--- src/rtl/alu_share_arbiter.sv ---
// Round-robin share of one ALU between two valid/ready requesters, with an issue stage and per-requester response registers.
// Optional performance counters are built when ALU_SHARE_ARBITER_PERF_EN is defined.
module alu_share_arbiter #(
   parameter int ALU_BITS      = 32,
   parameter int ALU_CTRL_BITS = 5,
   parameter int PERF_BITS     = 32
) (
   input  logic                     clk,
   input  logic                     rst,
   input  logic                     req0_valid,
   output logic                     req0_ready,
   input  logic [ALU_BITS-1:0]      req0_rdata1,
   input  logic [ALU_BITS-1:0]      req0_rdata2,
   input  logic [ALU_BITS-1:0]      req0_imm,
   input  logic                     req0_alu_src,
   input  logic [ALU_CTRL_BITS-1:0] req0_alu_ctrl,
   input  logic                     req1_valid,
   output logic                     req1_ready,
   input  logic [ALU_BITS-1:0]      req1_rdata1,
   input  logic [ALU_BITS-1:0]      req1_rdata2,
   input  logic [ALU_BITS-1:0]      req1_imm,
   input  logic                     req1_alu_src,
   input  logic [ALU_CTRL_BITS-1:0] req1_alu_ctrl,
   output logic [ALU_BITS-1:0]      alu_rdata1,
   output logic [ALU_BITS-1:0]      alu_rdata2,
   output logic [ALU_BITS-1:0]      alu_imm,
   output logic                     alu_alu_src,
   output logic [ALU_CTRL_BITS-1:0] alu_ctrl,
   input  logic [ALU_BITS-1:0]      alu_result,
   input  logic                     alu_is_zero,
   output logic                     rsp0_valid,
   input  logic                     rsp0_ready,
   output logic [ALU_BITS-1:0]      rsp0_result,
   output logic                     rsp0_is_zero,
   output logic                     rsp1_valid,
   input  logic                     rsp1_ready,
   output logic [ALU_BITS-1:0]      rsp1_result,
   output logic                     rsp1_is_zero
`ifdef ALU_SHARE_ARBITER_PERF_EN
   ,
   output logic [PERF_BITS-1:0]     perf_grant0,
   output logic [PERF_BITS-1:0]     perf_grant1,
   output logic [PERF_BITS-1:0]     perf_stall
`endif
);

   logic                     iss_valid_p0;
   logic                     iss_tag_p0;
   logic [ALU_BITS-1:0]      iss_rdata1_p0;
   logic [ALU_BITS-1:0]      iss_rdata2_p0;
   logic [ALU_BITS-1:0]      iss_imm_p0;
   logic                     iss_src_p0;
   logic [ALU_CTRL_BITS-1:0] iss_ctrl_p0;

   logic [1:0]               rsp_valid_p1;
   logic [ALU_BITS-1:0]      rsp_result_p1 [2];
   logic [1:0]               rsp_zero_p1;
   logic                     last_grant;

   logic [1:0]               rsp_ready_vec;
   logic                     iss_fire;
   logic                     can_accept;
   logic                     grant;
   logic                     hs0;
   logic                     hs1;
   logic [ALU_BITS-1:0]      sel_rdata1;
   logic [ALU_BITS-1:0]      sel_rdata2;
   logic [ALU_BITS-1:0]      sel_imm;
   logic                     sel_src;
   logic [ALU_CTRL_BITS-1:0] sel_ctrl;

   assign rsp_ready_vec = {rsp1_ready, rsp0_ready};

   always_comb begin
      iss_fire   = iss_valid_p0 && (!rsp_valid_p1[iss_tag_p0] || rsp_ready_vec[iss_tag_p0]);
      can_accept = !iss_valid_p0 || iss_fire;
      // With both requesters valid, the one not granted last time wins
      if (req0_valid && req1_valid) grant = !last_grant;
      else                          grant = req1_valid;
      req0_ready = can_accept && !grant;
      req1_ready = can_accept && grant;
      hs0        = req0_valid && req0_ready;
      hs1        = req1_valid && req1_ready;
      sel_rdata1 = grant ? req1_rdata1   : req0_rdata1;
      sel_rdata2 = grant ? req1_rdata2   : req0_rdata2;
      sel_imm    = grant ? req1_imm      : req0_imm;
      sel_src    = grant ? req1_alu_src  : req0_alu_src;
      sel_ctrl   = grant ? req1_alu_ctrl : req0_alu_ctrl;
   end

   // Stage p0: issue register feeding the ALU
   always_ff @(posedge clk) begin
      if (rst) begin
         iss_valid_p0  <= 1'b0;
         iss_tag_p0    <= 1'b0;
         iss_rdata1_p0 <= '0;
         iss_rdata2_p0 <= '0;
         iss_imm_p0    <= '0;
         iss_src_p0    <= 1'b0;
         iss_ctrl_p0   <= '0;
         last_grant    <= 1'b1;
      end else if (hs0 || hs1) begin
         iss_valid_p0  <= 1'b1;
         iss_tag_p0    <= hs1;
         iss_rdata1_p0 <= sel_rdata1;
         iss_rdata2_p0 <= sel_rdata2;
         iss_imm_p0    <= sel_imm;
         iss_src_p0    <= sel_src;
         iss_ctrl_p0   <= sel_ctrl;
         last_grant    <= hs1;
      end else if (iss_fire) begin
         iss_valid_p0  <= 1'b0;
      end
   end

   // Stage p1: per-requester response registers
   always_ff @(posedge clk) begin
      if (rst) begin
         rsp_valid_p1     <= 2'b00;
         rsp_zero_p1      <= 2'b00;
         rsp_result_p1[0] <= '0;
         rsp_result_p1[1] <= '0;
      end else begin
         for (int n = 0; n < 2; n++) begin
            if (iss_fire && (iss_tag_p0 == n[0])) begin
               rsp_valid_p1[n]  <= 1'b1;
               rsp_result_p1[n] <= alu_result;
               rsp_zero_p1[n]   <= alu_is_zero;
            end else if (rsp_ready_vec[n]) begin
               rsp_valid_p1[n]  <= 1'b0;
            end
         end
      end
   end

   assign alu_rdata1   = iss_valid_p0 ? iss_rdata1_p0 : '0;
   assign alu_rdata2   = iss_valid_p0 ? iss_rdata2_p0 : '0;
   assign alu_imm      = iss_valid_p0 ? iss_imm_p0    : '0;
   assign alu_alu_src  = iss_valid_p0 && iss_src_p0;
   assign alu_ctrl     = iss_valid_p0 ? iss_ctrl_p0   : '0;

   assign rsp0_valid   = rsp_valid_p1[0];
   assign rsp0_result  = rsp_result_p1[0];
   assign rsp0_is_zero = rsp_zero_p1[0];
   assign rsp1_valid   = rsp_valid_p1[1];
   assign rsp1_result  = rsp_result_p1[1];
   assign rsp1_is_zero = rsp_zero_p1[1];

`ifdef ALU_SHARE_ARBITER_PERF_EN
   function automatic logic [PERF_BITS-1:0] sat_inc(input logic [PERF_BITS-1:0] v);
      return (&v) ? v : v + 1'b1;
   endfunction

   always_ff @(posedge clk) begin
      if (rst) begin
         perf_grant0 <= '0;
         perf_grant1 <= '0;
         perf_stall  <= '0;
      end else begin
         if (hs0) perf_grant0 <= sat_inc(perf_grant0);
         if (hs1) perf_grant1 <= sat_inc(perf_grant1);
         if (iss_valid_p0 && !iss_fire) perf_stall <= sat_inc(perf_stall);
      end
   end
`endif

endmodule

--- config.mk ---
export PLATFORM = sky130hd
export DESIGN_NAME = alu_share_arbiter
export DESIGN_NICKNAME = d
export VERILOG_FILES = /design/src/rtl/alu_share_arbiter.sv
export SDC_FILE = /design/constraint.sdc
export NUM_CORES = 1
export LEC_CHECK = 0
export CAP_MARGIN = 0
export CORE_AREA = 8 8 154 156
export DETAILED_ROUTE_END_ITERATION = 8
export DIE_AREA = 0 0 162 164
export MAX_ROUTING_LAYER = met4
export PLACE_DENSITY = 0.87
export REMOVE_ABC_BUFFERS = 1
export SYNTH_ARGS = -nofsm -noshare
export SYNTH_HDL_FRONTEND = slang
export SYNTH_SLANG_ARGS = --single-unit
--- constraint.sdc ---
create_clock -name clk -period 10.19 [get_ports clk]
set_input_delay 3.057 -clock clk [delete_from_list [all_inputs] [get_ports clk]]
set_output_delay 3.057 -clock clk [all_outputs]
set_load 0.02 [all_outputs]
==> reports/metrics.yaml <==
run_status:
  outcome: "finished, final reports clean"
worst_setup_path:
  crit_type: "in2out"
  worstPathRequired_ns: 7.13
  worstPathArrival_ns: 4.88
  worstSetupStartpointType: "input port"
  reg2reg_depth: 4
  reg2reg_from: "iss_tag_p0"
  crit_path_start: "rsp1_ready"
  r2r-end: "iss_imm_p0[28]"
  cp_max_fo: 4
  ff2ff_setup_slack_ns: 7.25
  end_kind: "output port"
clock_network:
  cts_tree: "built"
  cts_buffers: 17
  cts-resized-gates: 0
  clockRootBuffer: "clkbuf_16"
  clk_pin_slew_ns: 0.07
  clockBufferDepth: 2
  clock-sinks: 173
  clkLatencyLatePin_ns: 0.42
  htreeDepth: 4
  ctsHoldBuffers: 0
  post_cts_buffers: 0
grt:
  grt_max_degree: 109
  gr-total-overflow: 0
  antenna_found_initial: 1
  gr-usage-all-layers_pct: 21.3
  grt_pass1_vias: 7596
  grt_pass1_wl_mm: 43.4
sta:
  period_needed_ns: 7.94
  fin_skew_ns: 0.0129
  setup_viol_count_final: 0
  setup_tns_ns: 0
  timing.final.hold_violations: 0
  rsz0062_at_grt: "false"
  final.period_utilization_pct: 77.9
  worstMarginPinSlew_ns: 1.15
  slew_viol_final: 0
  slew-limit-headroom_pct: 23.3
  fmax_ghz: 0.126
min_path:
  hp-start: "iss_ctrl_p0[4]"
  worstHoldEndpoint: "iss_ctrl_p0[4]"
  hold_class: "reg2reg"
  hold_depth: 2
synthesis:
  yosysWarnings: 0
  postSynthCellCount: 735
  syn_avg_cell_area_um2: 10.9
  ys_seq_area_share_pct: 51.3
  synth_area_um2: 8000
  synth-seq-cells: 173
  synth_cell_types: 30
floorplanning:
  io_pins: 415
  core_um2: 21400
  rows: 54
  die_x_um: 162
  dieArea_um2: 26600
  die_y_um: 164
  start_util_pct: 37.5
power_and_ir_drop:
  switchingPower_w: 0.000493
  power.share.switching_pct: 27.5
  clkPwrFrac_pct: 35.1
  intPower_w: 0.00130
  power_density_nw_per_um2: 140
  peakVddDrop_uv: 112
  power_frac_comb_pct: 20.4
  p_seq_share_pct: 44.4
  p_leak_nw: 4.60
  finalPower_w: 0.00179
placement:
  port_buffers: 414
  dpl.hpwl_mm: 20.6
  place_congestion: 0.800
  placed_area_um2: 12200
detailed_routing:
  dr.pass1.iters: 4
  wire_per_inst_um: 20.6
  final_antenna_net_count: 0
  routed_wirelength_mm: 28.6
  vias_per_cell: 5.29
  drt_iter0_drc: 461
  vias: 7341
  drc: 0
final_layout:
  stdcell_area_um2: 12800
  syn_to_final_growth_pct: 59.5
  nets: 1336
  drive_gt1_share_pct: 4.52
run:
  drv_cap: 0
-- power by group through the flow --
stage	Sequential (W)	Clock, W	Combinational, W
after floorplan	0.000834	0	0.000136
after global placement	0.000807	0	0.000363
after detailed placement	0.000811	0	0.000368
after CTS	0.000795	0.000643	0.000369
after global routing	0.000801	0.000671	0.000390
final	0.000795	0.000629	0.000366
-- sequential cells by signal, summed over array words and instances, names as in the netlist --
| register | count |
|---|---|
| iss_ctrl_p0 | 5 |
| iss_rdata1_p0 | 32 |
| last_grant | 1 |
| iss_imm_p0 | 32 |
| iss_src_p0 | 1 |
| rsp_valid_p1 | 2 |
| iss_valid_p0 | 1 |
| rsp_result_p1 | 64 |
| iss_tag_p0 | 1 |
| iss_rdata2_p0 | 32 |
| rsp_zero_p1 | 2 |
-- layout by cell type (no fill, tap or decap), types with 2 or more instances in the layout --
cell type / n
clkinvlp_4: 2
o21ai_1: 91
dfxtp_1: 108
o31ai_1: 2
inv_1: 2
clkbuf_16: 17
inv_8: 5
buf_4: 9
nand2_1: 5
nor2b_1: 2
o311ai_0: 103
nor2_1: 3
clkdlybuf4s50_1: 414
clkinv_8: 2
clkinv_4: 4
a21oi_1: 5
o21ai_0: 12
mux2i_1: 102
nand2b_1: 3
edfxtp_1: 64
and2_1: 134
-- cells by family after synthesis --
family          count (synthesis)  synth area share (%)
compound gates                218                  18.8
mux                           102                  12.8
simple gates                  155                  12.0
flops                         173                  51.3
buf+inv                        87                  5.17
-- synthesized netlist by cell type, drive strengths merged --
cell    instances  share of area, %
and2          134                10
dfxtp         109                27
o21ai         104               6.5
o311ai        103                11
mux2i         102                13
clkbuf         70               3.3
edfxtp         64                24
buf            14               1.8
a21oi           5              0.31
nand2           5              0.23
nor2            4              0.19
inv             3              0.14
nand2b          3              0.23
nor2b           2              0.16
o31ai           2              0.19
a21bo           1              0.13
a21boi          1              0.14
and4b           1              0.13
and4bb          1              0.16
nand3           1             0.062
nand3b          1             0.094
nand4           1             0.078
o2111a          1              0.14
o211ai          1             0.094
or2             1             0.078
or4             1              0.14
-- worst max-delay path by stage --
| stage | endpoint | slack [ns] | cells past startpoint |
|---|---|---|---|
| after floorplan | req0_ready | -0.47 | 2 |
| after global placement | req0_ready | 2.28 | 5 |
| after detailed placement | req1_ready | 2.27 | 5 |
| after CTS | req1_ready | 2.25 | 5 |
| after global routing | req1_ready | 2.16 | 5 |
| final | req1_ready | 2.25 | 5 |
-- routing by layer --
layer	track usage, %	wire, um
met1	23.4	11200
met3	7.49	2740
met5	-	0
met4	4.71	438
met2	36.6	14300
-- area by class of cell --
class	count	area [um2]
fill	1785	8580
timing repair buffer	423	4210
sequential	173	4110
multi-input combinational	475	3510
clock buffer	18	429
tap	280	350
clock inverter	14	148
inverter	3	11.3
antenna	1	2.50
-- through the flow --
step                setup WS (ns)  hold slack [ns]  instances  utilization (%)
detailed placement           2.27            0.472       1354             57.1
global placement             2.28            0.465       1354             57.1
finish                       2.25            0.480       1387             59.8
CTS                          2.25            0.483       1386             59.8
floorplan                  -0.469            0.456        651                -
global route                 2.16            0.505       1387             59.8
-- critical path: stages --
cell             delay (ns)
clkdlybuf4s50_1        0.52
and4b_4                0.23
or2_2                  0.33
nor2_1                 0.12
clkdlybuf4s50_1        0.62
No activity file was read; power rests on OpenSTA's default activity.
